<file path="src/rtl/ofs_avmm_rr_mux.sv">
// N-source to 1-sink AVMM multiplexer: round-robin arbitration, write-burst grant lock,
// read-response routing through a tag FIFO. Define OFS_AVMM_MUX_WRRESP_EN to route write responses.
module ofs_avmm_rr_mux #(
    parameter int NUM_SRC  = 4,
    parameter int DATA_W   = 64,
    parameter int ADDR_W   = 16,
    parameter int BURST_W  = 4,
    parameter int SYMB_W   = 8,
    parameter int MAX_PEND = 8,
    parameter int BE_W     = DATA_W / SYMB_W
) (
    input  logic                       clk,
    input  logic                       rst_n,
    input  logic [NUM_SRC-1:0]         s_write,
    input  logic [NUM_SRC-1:0]         s_read,
    input  logic [NUM_SRC*ADDR_W-1:0]  s_address,
    input  logic [NUM_SRC*DATA_W-1:0]  s_writedata,
    input  logic [NUM_SRC*BURST_W-1:0] s_burstcount,
    input  logic [NUM_SRC*BE_W-1:0]    s_byteenable,
    output logic [NUM_SRC-1:0]         s_waitrequest,
    output logic [NUM_SRC-1:0]         s_readdatavalid,
    output logic [DATA_W-1:0]          s_readdata,
    output logic [NUM_SRC-1:0]         s_writeresponsevalid,
    output logic                       m_write,
    output logic                       m_read,
    output logic [ADDR_W-1:0]          m_address,
    output logic [DATA_W-1:0]          m_writedata,
    output logic [BURST_W-1:0]         m_burstcount,
    output logic [BE_W-1:0]            m_byteenable,
    input  logic                       m_waitrequest,
    input  logic                       m_readdatavalid,
    input  logic [DATA_W-1:0]          m_readdata,
    input  logic                       m_writeresponsevalid
);

    localparam int SRC_W = (NUM_SRC > 1) ? $clog2(NUM_SRC) : 1;
    localparam int PTR_W = (MAX_PEND > 1) ? $clog2(MAX_PEND) : 1;
    localparam int CNT_W = PTR_W + 1;

    // Handshake: a command beat transfers on a cycle where m_write|m_read is high and
    // m_waitrequest is low; the granted source sees m_waitrequest, every other source sees 1.
    typedef enum logic [0:0] {
        ST_IDLE   = 1'b0,
        ST_WBURST = 1'b1
    } state_t;

    state_t               state, state_nxt;
    logic [SRC_W-1:0]     rr_ptr;
    logic [SRC_W-1:0]     lock_src;
    logic [BURST_W-1:0]   wr_rem, wr_rem_nxt;
    logic [NUM_SRC-1:0]   req;
    logic [SRC_W-1:0]     gnt;
    logic                 gnt_valid;
    logic [SRC_W:0]       arb_idx;
    logic [SRC_W-1:0]     arb_sel;
    logic [BURST_W-1:0]   g_bc;
    logic [BURST_W-1:0]   g_bc_eff;
    logic                 g_write;
    logic                 g_read;
    logic                 accept;
    logic                 last_wbeat;
    logic                 rd_full;
    logic                 wr_full;

    // Read tag FIFO
    logic [SRC_W-1:0]     rd_src_mem [MAX_PEND];
    logic [BURST_W-1:0]   rd_len_mem [MAX_PEND];
    logic [PTR_W-1:0]     rd_wp, rd_rp;
    logic [CNT_W-1:0]     rd_cnt;
    logic [BURST_W-1:0]   rd_beat;
    logic                 rd_push, rd_pop, rd_beat_ok;
    logic [SRC_W-1:0]     rd_head_src;
    logic [BURST_W-1:0]   rd_head_len;

    always_comb begin
        req = '0;
        for (int i = 0; i < NUM_SRC; i++) begin
            req[i] = (s_write[i] & ~wr_full) | (s_read[i] & ~rd_full);
        end
    end

    // Scan from the pointer downward-in-priority so the nearest requester is assigned last.
    always_comb begin
        gnt       = rr_ptr;
        gnt_valid = 1'b0;
        arb_idx   = '0;
        arb_sel   = '0;
        if (state == ST_WBURST) begin
            gnt       = lock_src;
            gnt_valid = 1'b1;
        end else begin
            for (int k = NUM_SRC - 1; k >= 0; k--) begin
                arb_idx = {1'b0, rr_ptr} + (SRC_W + 1)'(k);
                if (arb_idx >= (SRC_W + 1)'(NUM_SRC)) begin
                    arb_idx = arb_idx - (SRC_W + 1)'(NUM_SRC);
                end
                arb_sel = arb_idx[SRC_W-1:0];
                if (req[arb_sel]) begin
                    gnt       = arb_sel;
                    gnt_valid = 1'b1;
                end
            end
        end
    end

    always_comb begin
        m_address    = s_address[int'(gnt)*ADDR_W +: ADDR_W];
        m_writedata  = s_writedata[int'(gnt)*DATA_W +: DATA_W];
        m_byteenable = s_byteenable[int'(gnt)*BE_W +: BE_W];
        g_bc         = s_burstcount[int'(gnt)*BURST_W +: BURST_W];
        m_burstcount = g_bc;
        g_bc_eff     = (g_bc == '0) ? BURST_W'(1) : g_bc;
    end

    // A write from the granted source always takes precedence over its read.
    assign g_write = s_write[gnt] & ~wr_full;
    assign g_read  = s_read[gnt] & ~s_write[gnt] & ~rd_full & (state == ST_IDLE);
    assign m_write = rst_n & gnt_valid & g_write;
    assign m_read  = rst_n & gnt_valid & g_read;
    assign accept  = (m_write | m_read) & ~m_waitrequest;

    always_comb begin
        s_waitrequest = '1;
        if (m_write | m_read) begin
            s_waitrequest[gnt] = m_waitrequest;
        end
    end

    assign last_wbeat = (state == ST_IDLE) ? (g_bc_eff == BURST_W'(1)) : (wr_rem == BURST_W'(1));

    always_comb begin
        state_nxt  = state;
        wr_rem_nxt = wr_rem;
        case (state)
            ST_IDLE: begin
                if (accept && m_write && (g_bc_eff != BURST_W'(1))) begin
                    state_nxt  = ST_WBURST;
                    wr_rem_nxt = g_bc_eff - BURST_W'(1);
                end
            end
            ST_WBURST: begin
                if (accept && m_write) begin
                    wr_rem_nxt = wr_rem - BURST_W'(1);
                    if (wr_rem == BURST_W'(1)) begin
                        state_nxt = ST_IDLE;
                    end
                end
            end
            default: state_nxt = ST_IDLE;
        endcase
    end

    always_ff @(posedge clk or negedge rst_n) begin
        if (!rst_n) begin
            state    <= ST_IDLE;
            wr_rem   <= '0;
            lock_src <= '0;
            rr_ptr   <= '0;
        end else begin
            state  <= state_nxt;
            wr_rem <= wr_rem_nxt;
            if (state == ST_IDLE && state_nxt == ST_WBURST) begin
                lock_src <= gnt;
            end
            if (accept && (m_read || (m_write && last_wbeat))) begin
                if (gnt == SRC_W'(NUM_SRC - 1)) begin
                    rr_ptr <= '0;
                end else begin
                    rr_ptr <= gnt + SRC_W'(1);
                end
            end
        end
    end

    // Full is judged on the registered count, so a same-cycle pop never frees a slot early.
    assign rd_full     = (rd_cnt == CNT_W'(MAX_PEND));
    assign rd_push     = accept & m_read;
    assign rd_head_src = rd_src_mem[rd_rp];
    assign rd_head_len = rd_len_mem[rd_rp];
    assign rd_beat_ok  = m_readdatavalid & (rd_cnt != '0);
    assign rd_pop      = rd_beat_ok & (rd_beat == rd_head_len - BURST_W'(1));
    assign s_readdata  = m_readdata;

    always_comb begin
        s_readdatavalid = '0;
        if (rst_n && rd_beat_ok) begin
            s_readdatavalid[rd_head_src] = 1'b1;
        end
    end

    always_ff @(posedge clk) begin
        if (rd_push) begin
            rd_src_mem[rd_wp] <= gnt;
            rd_len_mem[rd_wp] <= g_bc_eff;
        end
    end

    always_ff @(posedge clk or negedge rst_n) begin
        if (!rst_n) begin
            rd_wp   <= '0;
            rd_rp   <= '0;
            rd_cnt  <= '0;
            rd_beat <= '0;
        end else begin
            if (rd_push) begin
                rd_wp <= rd_wp + PTR_W'(1);
            end
            if (rd_pop) begin
                rd_rp   <= rd_rp + PTR_W'(1);
                rd_beat <= '0;
            end else if (rd_beat_ok) begin
                rd_beat <= rd_beat + BURST_W'(1);
            end
            if (rd_push && !rd_pop) begin
                rd_cnt <= rd_cnt + CNT_W'(1);
            end else if (rd_pop && !rd_push) begin
                rd_cnt <= rd_cnt - CNT_W'(1);
            end
        end
    end

`ifdef OFS_AVMM_MUX_WRRESP_EN
    logic [SRC_W-1:0] wr_src_mem [MAX_PEND];
    logic [PTR_W-1:0] wr_wp, wr_rp;
    logic [CNT_W-1:0] wr_cnt;
    logic             wr_push, wr_pop;

    assign wr_full = (wr_cnt == CNT_W'(MAX_PEND));
    assign wr_push = accept & m_write & last_wbeat;
    assign wr_pop  = m_writeresponsevalid & (wr_cnt != '0);

    always_comb begin
        s_writeresponsevalid = '0;
        if (rst_n && wr_pop) begin
            s_writeresponsevalid[wr_src_mem[wr_rp]] = 1'b1;
        end
    end

    always_ff @(posedge clk) begin
        if (wr_push) begin
            wr_src_mem[wr_wp] <= gnt;
        end
    end

    always_ff @(posedge clk or negedge rst_n) begin
        if (!rst_n) begin
            wr_wp  <= '0;
            wr_rp  <= '0;
            wr_cnt <= '0;
        end else begin
            if (wr_push) begin
                wr_wp <= wr_wp + PTR_W'(1);
            end
            if (wr_pop) begin
                wr_rp <= wr_rp + PTR_W'(1);
            end
            if (wr_push && !wr_pop) begin
                wr_cnt <= wr_cnt + CNT_W'(1);
            end else if (wr_pop && !wr_push) begin
                wr_cnt <= wr_cnt - CNT_W'(1);
            end
        end
    end
`else
    logic unused_wrresp;
    assign unused_wrresp        = m_writeresponsevalid;
    assign wr_full              = 1'b0;
    assign s_writeresponsevalid = '0;
`endif

`ifndef SYNTHESIS
    // A read beat with no outstanding tag is discarded; flag it in simulation.
    orphan_read_beat: assert property (@(posedge clk) disable iff (!rst_n)
        !(m_readdatavalid && rd_cnt == '0));
`endif

endmodule
</file>
<file path="config.mk">
export PLATFORM = sky130hd
export DESIGN_NAME = ofs_avmm_rr_mux
export DESIGN_NICKNAME = d
export VERILOG_FILES = /design/src/rtl/ofs_avmm_rr_mux.sv
export SDC_FILE = /design/constraint.sdc
export NUM_CORES = 1
export LEC_CHECK = 0
export BUFFER_PORTS_ARGS = -buffer_cell sky130_fd_sc_hd__clkbuf_2
export CORE_AREA = 2 2 238 240
export CTS_BUF_LIST = sky130_fd_sc_hd__clkbuf_8
export DETAILED_ROUTE_END_ITERATION = 6
export DIE_AREA = 0 0 240 242
export GPL_TIMING_DRIVEN = 0
export PLACE_DENSITY_LB_ADDON = 0.12
export SKIP_CTS_REPAIR_TIMING = 1
export SYNTH_ARGS = -nofsm -noshare
export SYNTH_HDL_FRONTEND = slang
export SYNTH_SLANG_ARGS = --single-unit
</file>
<file path="constraint.sdc">
create_clock -name clk -period 6 [get_ports clk]
set_input_delay 0 -clock clk [delete_from_list [all_inputs] [get_ports clk]]
set_output_delay 0 -clock clk [all_outputs]
set_load 0.02 [all_outputs]
</file>
After elaboration in Yosys (flattened, before gate mapping)
Memory sizes are Yosys's and may differ from the RTL's.
Index checks and enable logic that the tools add are counted.
{"block": "classes", "addsub": 16, "magnitude_cmp": 12, "n_eq_ne": 8, "shift": 4, "mux": 52, "bitwise_logic": 25, "reduce_logical": 18}
{"cell": "256-bit by 9-bit variable part select with 64-bit output", "count": 1}
{"cell": "64-bit by 7-bit variable part select with 16-bit output", "count": 1}
{"cell": "4-bit 2-to-1 mux", "count": 9}
{"cell": "32-bit by 6-bit variable part select with 8-bit output", "count": 1}
{"cell": "2-bit 2-to-1 mux", "count": 14}
{"cell": "1-bit 2-to-1 mux", "count": 19}
{"cell": "2-bit by 3-bit less-than comparator with 1-bit output, second input constant", "count": 6}
{"cell": "16-bit by 5-bit variable part select with 4-bit output", "count": 1}
{"cell": "4-bit by 1-bit subtractor with 4-bit output, second input constant", "count": 4}
{"cell": "1-bit bitwise AND", "count": 14}
{"cell": "1-bit binary-select mux with 2-bit select", "count": 6}
{"cell": "1-bit logical AND", "count": 10}
{"cell": "3-bit greater-or-equal comparator, second input constant", "count": 3}
{"cell": "4-bit by 1-bit adder with 4-bit output, second input constant", "count": 2}
{"cell": "4-bit by 1-bit == test with 1-bit output, second input constant", "count": 2}
{"cell": "4-bit one-hot mux with 2 select lines", "count": 1}
{"cell": "2-bit by 1-bit subtractor with 2-bit output, second input constant", "count": 4}
{"cell": "2-bit by 2-bit adder with 3-bit output, second input constant", "count": 2}
{"cell": "3-bit by 1-bit adder with 3-bit output, second input constant", "count": 2}
{"cell": "1-bit bitwise OR", "count": 5}
{"cell": "1-bit demux with 2-bit select", "count": 2}
{"cell": "4-bit == test", "count": 1}
{"cell": "4-bit == test, second input constant", "count": 1}
{"cell": "2-bit by 1-bit greater-or-equal comparator with 1-bit output, second input constant", "count": 2}
{"cell": "16 further kinds", "count": 22}
{"block": "totals", "ff_bits": 23, "ramBits": 48, "input_bits": 445, "wordCells": 145, "n_memories": 2}
{"name": "rd_len_mem", "depth": 8, "word_bits": 4, "rd": 1, "rd_clocked_by_memory_dff": 0, "wr": 1, "line": "67", "source": "logic [BURST_W-1:0] rd_len_mem [MAX_PEND];"}
{"name": "rd_src_mem", "depth": 8, "word_bits": 2, "rd": 1, "rd_clocked_by_memory_dff": 0, "wr": 1, "line": "66", "source": "logic [SRC_W-1:0] rd_src_mem [MAX_PEND];"}

Logic depth before layout (Yosys ltp)
Gate-level depths: netlist of run 1.
{"block": "depth", "word_depth": 25, "mapped_depth": 19, "mapped_depth_nobuf": 17}

Least setup slack after synthesis of run 1
OpenSTA, ideal clock, no wires.
{"block": "synth_timing", "path_type": "register -> register", "from": "reg rd_rp[0]", "to": "reg rd_cnt[3]", "setup_time_ns": 0.125, "t_arrival_ns": 3.874, "slack_ns": 2.001, "stages_incl_launch_ff": 17, "path_buffers": 1, "cell_sequence": "dfrtp_1 buf_2 mux4_2 mux2i_1 ha_1 xor2_1 xnor2_1 a2111oi_2 inv_1 ha_1 inv_1 ha_1 a21o_1 a21oi_1 xnor2_1 nor2_1 xor2_1"}
{"block": "synth_via", "elab_chain_cells": 7, "word_cells_on_any_way": 9}
{"item": "start: declaration", "line": "68", "source": "logic [PTR_W-1:0] rd_wp, rd_rp;"}
{"item": "start signal: assignment", "line": "209", "source": "rd_rp <= rd_rp + PTR_W'(1);"}
{"item": "memory read 8 x 4 bit (*)"}
{"item": "4-bit by 1-bit subtractor with 4-bit output (*)", "line": "181", "source": "assign rd_pop = rd_beat_ok & (rd_beat == rd_head_len - BURST_W'(1));"}
{"item": "4-bit == test (*)", "line": "181"}
{"item": "1-bit bitwise AND (*)", "line": "181"}
{"item": "1-bit zero test", "line": "214", "source": "if (rd_push && !rd_pop) begin"}
{"item": "1-bit logical AND", "line": "214"}
{"item": "4-bit 2-to-1 mux or 2-bit nonzero test (tied branches)"}
{"item": "end signal: assignment", "line": "215", "source": "rd_cnt <= rd_cnt + CNT_W'(1);"}
{"item": "end signal: assignment", "line": "217", "source": "rd_cnt <= rd_cnt - CNT_W'(1);"}
{"item": "end: declaration", "line": "69", "source": "logic [CNT_W-1:0] rd_cnt;"}
Every way passes the cells marked *; elsewhere a longest branch is shown, timed or not.
A chain may end at the register's enable or synchronous reset.

Final worst setup path of run 1
{"block": "layout_timing", "from": "reg rd_cnt[0]", "to": "out m_writedata[4]"}
{"block": "layout_via", "elab_chain_cells": 12, "word_cells_on_any_way": 24}
{"item": "4-bit == test (*)", "line": "176", "source": "assign rd_full = (rd_cnt == CNT_W'(MAX_PEND));"}
{"item": "1-bit NOT (*)", "line": "78", "source": "req[i] = (s_write[i] & ~wr_full) | (s_read[i] & ~rd_full);"}
{"item": "1-bit bitwise AND", "line": "78"}
{"item": "1-bit bitwise OR", "line": "78"}
{"item": "1-bit binary-select mux with 2-bit select", "line": "98", "source": "if (req[arb_sel]) begin"}
{"item": "1-bit 2-to-1 mux (not written as such)", "line": "98"}
{"item": "2-bit 2-to-1 mux (3 in a row)", "line": "98"}
{"item": "2-bit 2-to-1 mux (*)", "line": "98"}
{"item": "2-bit 2-to-1 mux (*)", "line": "88", "source": "if (state == ST_WBURST) begin"}
{"item": "256-bit by 9-bit variable part select with 64-bit output (*)", "line": "108", "source": "m_writedata = s_writedata[int'(gnt)*DATA_W +: DATA_W];"}
{"item": "end: declaration", "line": "27", "source": "output logic [DATA_W-1:0] m_writedata,"}
Every way passes the cells marked *; elsewhere a longest branch is shown, timed or not. The select of a mux whose other input is x is not followed.

==> results of run 1 <==
-- worst register-to-register path: cells and delay by family, from the launching register on --
kind                     cells  cell delay [ns]
AO/OA/AOI/OAI                7             1.89
multiplexers                 2             0.77
AND/OR/NAND/NOR              2             0.73
flip-flops                   1             0.46
buffers and inverters        2             0.40
adder cells (fa/ha/maj)      1             0.31
-- worst paths after layout --
check	start	cells past startpoint	endpoint
max in group asynchronous	rst_n	2	rd_wp[2]
worst max-delay path	rd_cnt[0]	12	m_writedata[4]
worst min-delay path	m_readdatavalid	4	rd_beat[1]
min in group asynchronous	rst_n	2	rd_rp[2]
worst min register to register	lock_src[0]	1	lock_src[0]
worst max register to register	rd_cnt[0]	14	rr_ptr[1]
-- power by group through the flow --
stage	clock network, W	logic, W	registers (W)
6_report	0.000381	0.000963	0.000634
2_1_floorplan	0	0.000588	0.000627
4_1_cts	0.000397	0.000981	0.000635
3_5_place_dp	0	0.000978	0.000645
3_3_place_gp	0	0.000969	0.000647
5_1_grt	0.000417	0.00106	0.000647
-- area by class of cell --
type	instances	area share [%]
multi-input combinational	760	39.0
timing repair buffer	545	24.5
sequential	71	18.1
tap	756	8.49
buffer	139	7.45
clock buffer	9	1.11
clock inverter	7	0.584
inverter	14	0.517
antenna	12	0.270
-- state kept, by name, summed over array words and instances, names as in the netlist --
signal	flops
lock_src	2
rd_beat	4
rd_cnt	4
rd_len_mem	32
rd_rp	3
rd_src_mem	16
rd_wp	3
rr_ptr	2
state	1
wr_rem	4
-- cell usage after synthesis (all sizes together) (4+ instances only) --
library cell / number
xnor2: 8
edfxtp: 48
xor2: 6
inv: 14
mux2i: 11
dfrtp: 23
a21oi: 12
clkbuf: 42
a31oi: 89
buf: 97
o211ai: 5
mux2: 8
o31ai: 7
and3: 94
nor2: 23
ha: 15
nand2: 377
a21o: 6
nand3: 10
o21ai: 14
nor3b: 4
mux4: 12
nor3: 9
-- logic make-up after synthesis --
| logic type | share of synthesized area (%) |
|---|---|
| compound gates | 15.6 |
| mux | 6.61 |
| xor+xnor | 1.70 |
| fa+ha+maj | 2.87 |
| other cells | 0.0518 |
| simple gates | 33.1 |
| flops | 27.9 |
| buf+inv | 12.3 |
-- per-layer routing --
layer / GRT usage [%] / up-vias / share of wire (%)
li1: - / 4479 / -
met1: 23.2 / 4443 / 43
met2: 29.9 / 322 / 49
met3: 4.51 / 52 / 6.6
met4: 5.13 / 14 / 2.0
met5: 0 / - / 0.15
-- stage by stage --
stage                     setup WS, ns  utilization, %
after floorplan                   2.00               -
final                             1.27            20.0
after global routing             0.791            20.0
after detailed placement          1.22            19.6
after global placement            1.22            19.6
after CTS                         1.20            19.9
==> impl_metrics.xml, run 1 <==
<?xml version="1.0" encoding="UTF-8"?>
<metrics>
  <group name="clock_network">
    <metric name="cts_buffers" unit="">9</metric>
    <metric name="clock_insertion_delay_worst_skew" unit="ns">0.36</metric>
    <metric name="clk_pin_slew_worst_paths" unit="ns">0.08</metric>
    <metric name="clock_tree.root_cell" unit="">clkbuf_8</metric>
    <metric name="clock_sink_count" unit="">71</metric>
    <metric name="cts_max_path_buffers" unit="">2</metric>
    <metric name="ctsHtreeMaxLevel" unit="">3</metric>
    <metric name="clock_tree_from_tritoncts" unit="">yes</metric>
  </group>
  <group name="timing">
    <metric name="skew" unit="ns">0.00893</metric>
    <metric name="slew_headroom" unit="%">19.7</metric>
    <metric name="grt_setup_unrepaired" unit="">false</metric>
    <metric name="actual_transition_at_the_worst_max_transition_pin" unit="ns">1.20</metric>
    <metric name="maximum_achievable_frequency" unit="MHz">212</metric>
    <metric name="final.hold.worst_slack" unit="ns">0.0934</metric>
    <metric name="final_period_minus_worst_setup_slack" unit="ns">4.73</metric>
    <metric name="timing.final.hold_violations" unit="">0</metric>
    <metric name="drv_slew" unit="">0</metric>
    <metric name="totalNegativeSetupSlack" unit="ns">0</metric>
    <metric name="layout_worst_path_cycle_share" unit="%">78.8</metric>
    <metric name="setup-violations-final" unit="">0</metric>
  </group>
  <group name="drt">
    <metric name="ant_nets" unit="">0</metric>
    <metric name="detail_route.vias_per_cell" unit="">4.03</metric>
    <metric name="drt_iter0_drc" unit="">520</metric>
    <metric name="via_count" unit="">9310</metric>
    <metric name="drc_errors" unit="">0</metric>
    <metric name="drtPass1Iterations" unit="">6</metric>
    <metric name="finalWirelength" unit="mm">54.3</metric>
    <metric name="wire_per_inst" unit="µm">23.5</metric>
  </group>
  <group name="synthesis">
    <metric name="synthDistinctLibCells" unit="">73</metric>
    <metric name="synthFlopType" unit="">edfxtp_1</metric>
    <metric name="yosys_warnings" unit="">0</metric>
    <metric name="synth-seq-area-share" unit="%">27.9</metric>
    <metric name="synth_top_area_share" unit="%">19.9</metric>
    <metric name="syn_avg_cell_area" unit="µm²">7.37</metric>
    <metric name="netlist_top_cells_area" unit="">edfxtp_1, nand2_1, and3_1</metric>
    <metric name="synth-edff-count" unit="">48</metric>
    <metric name="async_flop_share" unit="%">32.4</metric>
    <metric name="synth.largest_area_cell" unit="">edfxtp_1</metric>
    <metric name="syn_area" unit="µm²">7230</metric>
    <metric name="synthesized_netlist_cell_count" unit="">981</metric>
    <metric name="postSynthRegisterBits" unit="">71</metric>
  </group>
  <group name="critical_path">
    <metric name="worst_setup_path_end_kind" unit="">output port</metric>
    <metric name="r2r_setup_slack" unit="ns">1.33</metric>
    <metric name="critPathBufInv" unit="">5</metric>
    <metric name="path_cells" unit="">or4b_1 &gt; buf_2 &gt; a21oi_1 &gt; o22ai_1 &gt; o21a_4 &gt; nor2_8 &gt; buf_6 &gt; buf_4 &gt; clkbuf_1 &gt; nand2_1 &gt; a31oi_1 &gt; clkbuf_2</metric>
    <metric name="cpLargestDelayFamily" unit="">buffers and inverters</metric>
    <metric name="timing.critical_path.required" unit="ns">6.00</metric>
    <metric name="critical_path.max_fanout" unit="">10</metric>
    <metric name="delay_of_the_slowest_cell_on_the_worst_path" unit="ns">0.65</metric>
    <metric name="critical_path.slowest_cell" unit="">a31oi_1</metric>
    <metric name="worst-setup-path-type" unit="">reg2out</metric>
    <metric name="critical_path_arrival" unit="ns">4.73</metric>
    <metric name="setup.worst_path.start_class" unit="">register</metric>
  </group>
  <group name="floorplanning">
    <metric name="num_rows" unit="">87</metric>
    <metric name="die_height" unit="µm">242</metric>
    <metric name="die-area" unit="µm²">58100</metric>
    <metric name="start_util" unit="%">13.0</metric>
    <metric name="io_pins" unit="">615</metric>
    <metric name="design.core.area" unit="µm²">55700</metric>
    <metric name="die_width" unit="µm">240</metric>
  </group>
  <group name="cells_and_area">
    <metric name="drive_gt1_share" unit="%">44.9</metric>
    <metric name="number_of_fill_cells_in_the_layout" unit="">6523</metric>
    <metric name="num-nets-final" unit="">2001</metric>
    <metric name="area_growth_syn_to_layout" unit="%">54.0</metric>
    <metric name="area.sequential" unit="µm²">2020</metric>
    <metric name="multi_input_gate_area_in_the_final_layout" unit="µm²">4340</metric>
    <metric name="most_common_cell_after_layout_fill_and_taps_aside" unit="">clkbuf_2</metric>
    <metric name="final_cells" unit="">2313</metric>
    <metric name="layout.cells.most_common_list" unit="">clkbuf_2, nand2_1, and3_1, a31oi_1, buf_4</metric>
    <metric name="finish.instance_area" unit="µm²">11100</metric>
  </group>
  <group name="pwr">
    <metric name="seq_power_share" unit="%">32.1</metric>
    <metric name="clkPwrFrac" unit="%">19.3</metric>
    <metric name="total_power" unit="W">0.00198</metric>
    <metric name="peakVddDrop" unit="mV">0.109</metric>
    <metric name="switching_share" unit="%">40.3</metric>
    <metric name="p_comb_share" unit="%">48.7</metric>
    <metric name="internal_power_consumption" unit="W">0.00118</metric>
    <metric name="power-per-cell-area" unit="nW/µm²">178</metric>
    <metric name="power_leakage" unit="nW">5.76</metric>
    <metric name="total_switching_power" unit="W">0.000797</metric>
  </group>
  <group name="placement">
    <metric name="place.port_buffers" unit="">544</metric>
    <metric name="place_area" unit="µm²">10900</metric>
    <metric name="placed_cells" unit="">2284</metric>
    <metric name="routabilityCongestion" unit="">0.929</metric>
    <metric name="hpwl_after_detailed_placement" unit="mm">46.9</metric>
  </group>
  <group name="global_routing">
    <metric name="antenna_found_initial" unit="">23</metric>
    <metric name="grt_pass1_vias" unit="">9551</metric>
    <metric name="grt_pass1_wl" unit="mm">73.5</metric>
    <metric name="gr-usage-all-layers" unit="%">18.1</metric>
    <metric name="grt_remaining_overflow" unit="">0</metric>
    <metric name="grt_max_degree" unit="">27</metric>
  </group>
  <group name="status">
    <metric name="run_status" unit="">completed</metric>
  </group>
  <group name="job">
    <metric name="max_cap_viol_count" unit="">0</metric>
  </group>
  <group name="min_path">
    <metric name="min-delay-path-class" unit="">in2reg</metric>
  </group>
</metrics>
(Power assumes the default switching activity.)
==> run 2: changes to the inputs <==
Clock period 6 ns to 4.02 ns, I/O delays scaled along.
==> impl_metrics.xml, run 2 (synthesized netlist as in run 1, its figures left out) <==
<?xml version="1.0" encoding="UTF-8"?>
<metrics>
  <group name="critical_path">
    <metric name="r2r_setup_slack" unit="ns">-0.005</metric>
    <metric name="timing.critical_path.required" unit="ns">4.26</metric>
    <metric name="critical_path.slowest_cell" unit="">or4b_4</metric>
    <metric name="critical_path.max_fanout" unit="">7</metric>
    <metric name="most_frequent_cell_on_the_critical_path" unit="">o221ai_4</metric>
    <metric name="reg2reg_depth" unit="">15</metric>
    <metric name="end_of_the_worst_register_to_register_path" unit="">rr_ptr[0]</metric>
    <metric name="path_cells" unit="">or4b_4 &gt; buf_8 &gt; a21o_1 &gt; or3_4 &gt; a41oi_2 &gt; or2_1 &gt; buf_6 &gt; clkinv_8 &gt; a211oi_4 &gt; nor2_4 &gt; o31ai_4 &gt; ha_2 &gt; o221ai_4 &gt; o221ai_4 &gt; mux2_4</metric>
    <metric name="setup.worst_path.start_class" unit="">register</metric>
    <metric name="worst-setup-path-type" unit="">reg2reg</metric>
    <metric name="crit-reg2reg-launch" unit="">rd_cnt[0]</metric>
    <metric name="delay_of_the_slowest_cell_on_the_worst_path" unit="ns">0.59</metric>
    <metric name="worst_setup_path_end_kind" unit="">register</metric>
    <metric name="critical_path_arrival" unit="ns">4.27</metric>
  </group>
  <group name="min_path">
    <metric name="timing.hold.worst.start" unit="">m_readdatavalid</metric>
    <metric name="min-delay-path-class" unit="">in2reg</metric>
    <metric name="holdPathEnd" unit="">rd_beat[1]</metric>
    <metric name="hold-path-cell-count" unit="">4</metric>
  </group>
  <group name="global_routing">
    <metric name="antenna_found_initial" unit="">25</metric>
    <metric name="grt_max_degree" unit="">27</metric>
    <metric name="grt_remaining_overflow" unit="">0</metric>
    <metric name="grt_pass1_vias" unit="">9551</metric>
    <metric name="grt_pass1_wl" unit="mm">73.5</metric>
    <metric name="gr-usage-all-layers" unit="%">18.1</metric>
  </group>
  <group name="pwr">
    <metric name="p_comb_share" unit="%">51.6</metric>
    <metric name="internal_power_consumption" unit="W">0.00188</metric>
    <metric name="total_switching_power" unit="W">0.00125</metric>
    <metric name="power_leakage" unit="nW">6.05</metric>
    <metric name="seq_power_share" unit="%">30.1</metric>
    <metric name="power-per-cell-area" unit="nW/µm²">266</metric>
    <metric name="clkPwrFrac" unit="%">18.2</metric>
    <metric name="switching_share" unit="%">40.0</metric>
    <metric name="peakVddDrop" unit="mV">0.188</metric>
  </group>
  <group name="cells_and_area">
    <metric name="most_common_cell_after_layout_fill_and_taps_aside" unit="">clkbuf_2</metric>
    <metric name="layout.cells.most_common_list" unit="">clkbuf_2, nand2_1, buf_4, and3_1, a31oi_1</metric>
    <metric name="drive_gt1_share" unit="%">49.7</metric>
    <metric name="reg_top3" unit="">rd_len_mem (32), rd_src_mem (16)</metric>
    <metric name="area_growth_syn_to_layout" unit="%">62.5</metric>
    <metric name="largest_register_ff_count" unit="">32</metric>
    <metric name="finish.instance_area" unit="µm²">11800</metric>
    <metric name="final_cells" unit="">2339</metric>
    <metric name="num-nets-final" unit="">2028</metric>
    <metric name="top_register" unit="">rd_len_mem</metric>
    <metric name="layout.core_utilization" unit="%">21.1</metric>
  </group>
  <group name="clock_network">
    <metric name="cts_buffers" unit="">9</metric>
    <metric name="cts_max_path_buffers" unit="">2</metric>
    <metric name="clock_tree.root_cell" unit="">clkbuf_8</metric>
    <metric name="clock_insertion_delay_worst_skew" unit="ns">0.36</metric>
    <metric name="ctsHtreeMaxLevel" unit="">3</metric>
    <metric name="clk_pin_slew_worst_paths" unit="ns">0.08</metric>
    <metric name="clock_tree_from_tritoncts" unit="">yes</metric>
    <metric name="clock_sink_count" unit="">71</metric>
  </group>
  <group name="timing">
    <metric name="maximum_achievable_frequency" unit="MHz">248</metric>
    <metric name="slew_headroom" unit="%">34.8</metric>
    <metric name="timing.final.hold_violations" unit="">0</metric>
    <metric name="final_period_minus_worst_setup_slack" unit="ns">4.03</metric>
    <metric name="actual_transition_at_the_worst_max_transition_pin" unit="ns">0.978</metric>
    <metric name="layout_worst_path_cycle_share" unit="%">100</metric>
    <metric name="fin_ws" unit="ns">-0.00542</metric>
    <metric name="setup-violations-final" unit="">2</metric>
    <metric name="grt_setup_unrepaired" unit="">true</metric>
    <metric name="drv_slew" unit="">0</metric>
    <metric name="skew" unit="ns">0.00797</metric>
  </group>
  <group name="drt">
    <metric name="ant_nets" unit="">0</metric>
    <metric name="detail_route.vias_per_cell" unit="">4.07</metric>
    <metric name="drc_errors" unit="">0</metric>
    <metric name="drtPass1Iterations" unit="">4</metric>
    <metric name="finalWirelength" unit="mm">54.6</metric>
    <metric name="drt_iter0_drc" unit="">506</metric>
    <metric name="via_count" unit="">9519</metric>
    <metric name="wire_per_inst" unit="µm">23.4</metric>
  </group>
  <group name="placement">
    <metric name="place.port_buffers" unit="">544</metric>
    <metric name="routabilityCongestion" unit="">0.929</metric>
    <metric name="place_area" unit="µm²">10900</metric>
    <metric name="hpwl_after_detailed_placement" unit="mm">46.9</metric>
    <metric name="placed_cells" unit="">2284</metric>
  </group>
  <group name="floorplanning">
    <metric name="start_util" unit="%">13.0</metric>
    <metric name="num_rows" unit="">87</metric>
    <metric name="die_width" unit="µm">240</metric>
    <metric name="io_pins" unit="">615</metric>
    <metric name="die-area" unit="µm²">58100</metric>
    <metric name="design.core.area" unit="µm²">55700</metric>
    <metric name="die_height" unit="µm">242</metric>
  </group>
  <group name="job">
    <metric name="max_cap_viol_count" unit="">0</metric>
  </group>
  <group name="status">
    <metric name="violated_checks" unit="">negative setup slack</metric>
    <metric name="run_status" unit="">finished with violations</metric>
  </group>
</metrics>
[run 2: how the worst max path moves through the flow]
stage / from / end / slack (ns) / cells after the start
final: rd_cnt[0] / rr_ptr[0] / -0.005 / 15
after detailed placement: rd_rp[0] / rd_cnt[3] / -0.76 / 16
after CTS: rd_rp[0] / rd_cnt[3] / -0.78 / 16
after floorplan: rd_rp[0] / rd_cnt[3] / 0.02 / 16
after global placement: rd_rp[0] / rd_cnt[3] / -0.76 / 16
after global routing: rd_cnt[0] / rr_ptr[0] / -0.15 / 15
[run 2: critical path, delay by kind of cell (launching register included)]
kind / cells / cell delay (ns)
buffers and inverters: 3 / 0.41
AOI/OAI and AO/OA: 6 / 1.31
DFF: 1 / 0.44
adders and majority gates: 1 / 0.27
and+or+nand+nor: 4 / 1.15
muxes: 1 / 0.32
[run 2: final cells by class]
class                   instances  area (µm²)
multi-input cells             760        4630
repair buffers                572        2970
clock buffers                   9         124
fillers                      6466       44000
clock inverters                 7        65.1
well taps                     756         946
plain buffers                 139         913
diodes                         11        27.5
inverters                      14        67.6
flip-flops and latches         71        2020
[run 2: through the flow]
stage | worst slack (ns) | power [W] | hold WS, ns | TNS [ns]
after CTS | -0.783 | 0.00301 | -0.285 | -61.46
after floorplan | 0.0210 | 0.00181 | -0.296 | 0
after global routing | -0.150 | 0.00335 | 0.154 | -0.950
after detailed placement | -0.758 | 0.00242 | 0.121 | -29.68
final | -0.00542 | 0.00313 | 0.0948 | -0.00942
after global placement | -0.759 | 0.00241 | 0.122 | -23.45
[run 2: layer usage]
layer  global-route usage (%)  vias up  share of wire [%]
li1                         -     4533                  -
met1                     23.2     4583                 43
met2                     29.9      337                 49
met3                     4.51       52                6.3
met4                     5.13       14                2.0
met5                        0        -               0.15
[run 2: power groups by stage]
| stage | logic (W) | registers, W | clock network [W] |
|---|---|---|---|
| floorplan | 0.000878 | 0.000936 | 0 |
| global placement | 0.00145 | 0.000966 | 0 |
| detailed placement | 0.00146 | 0.000963 | 0 |
| CTS | 0.00146 | 0.000948 | 0.000593 |
| global route | 0.00177 | 0.000960 | 0.000623 |
| finish | 0.00161 | 0.000942 | 0.000569 |
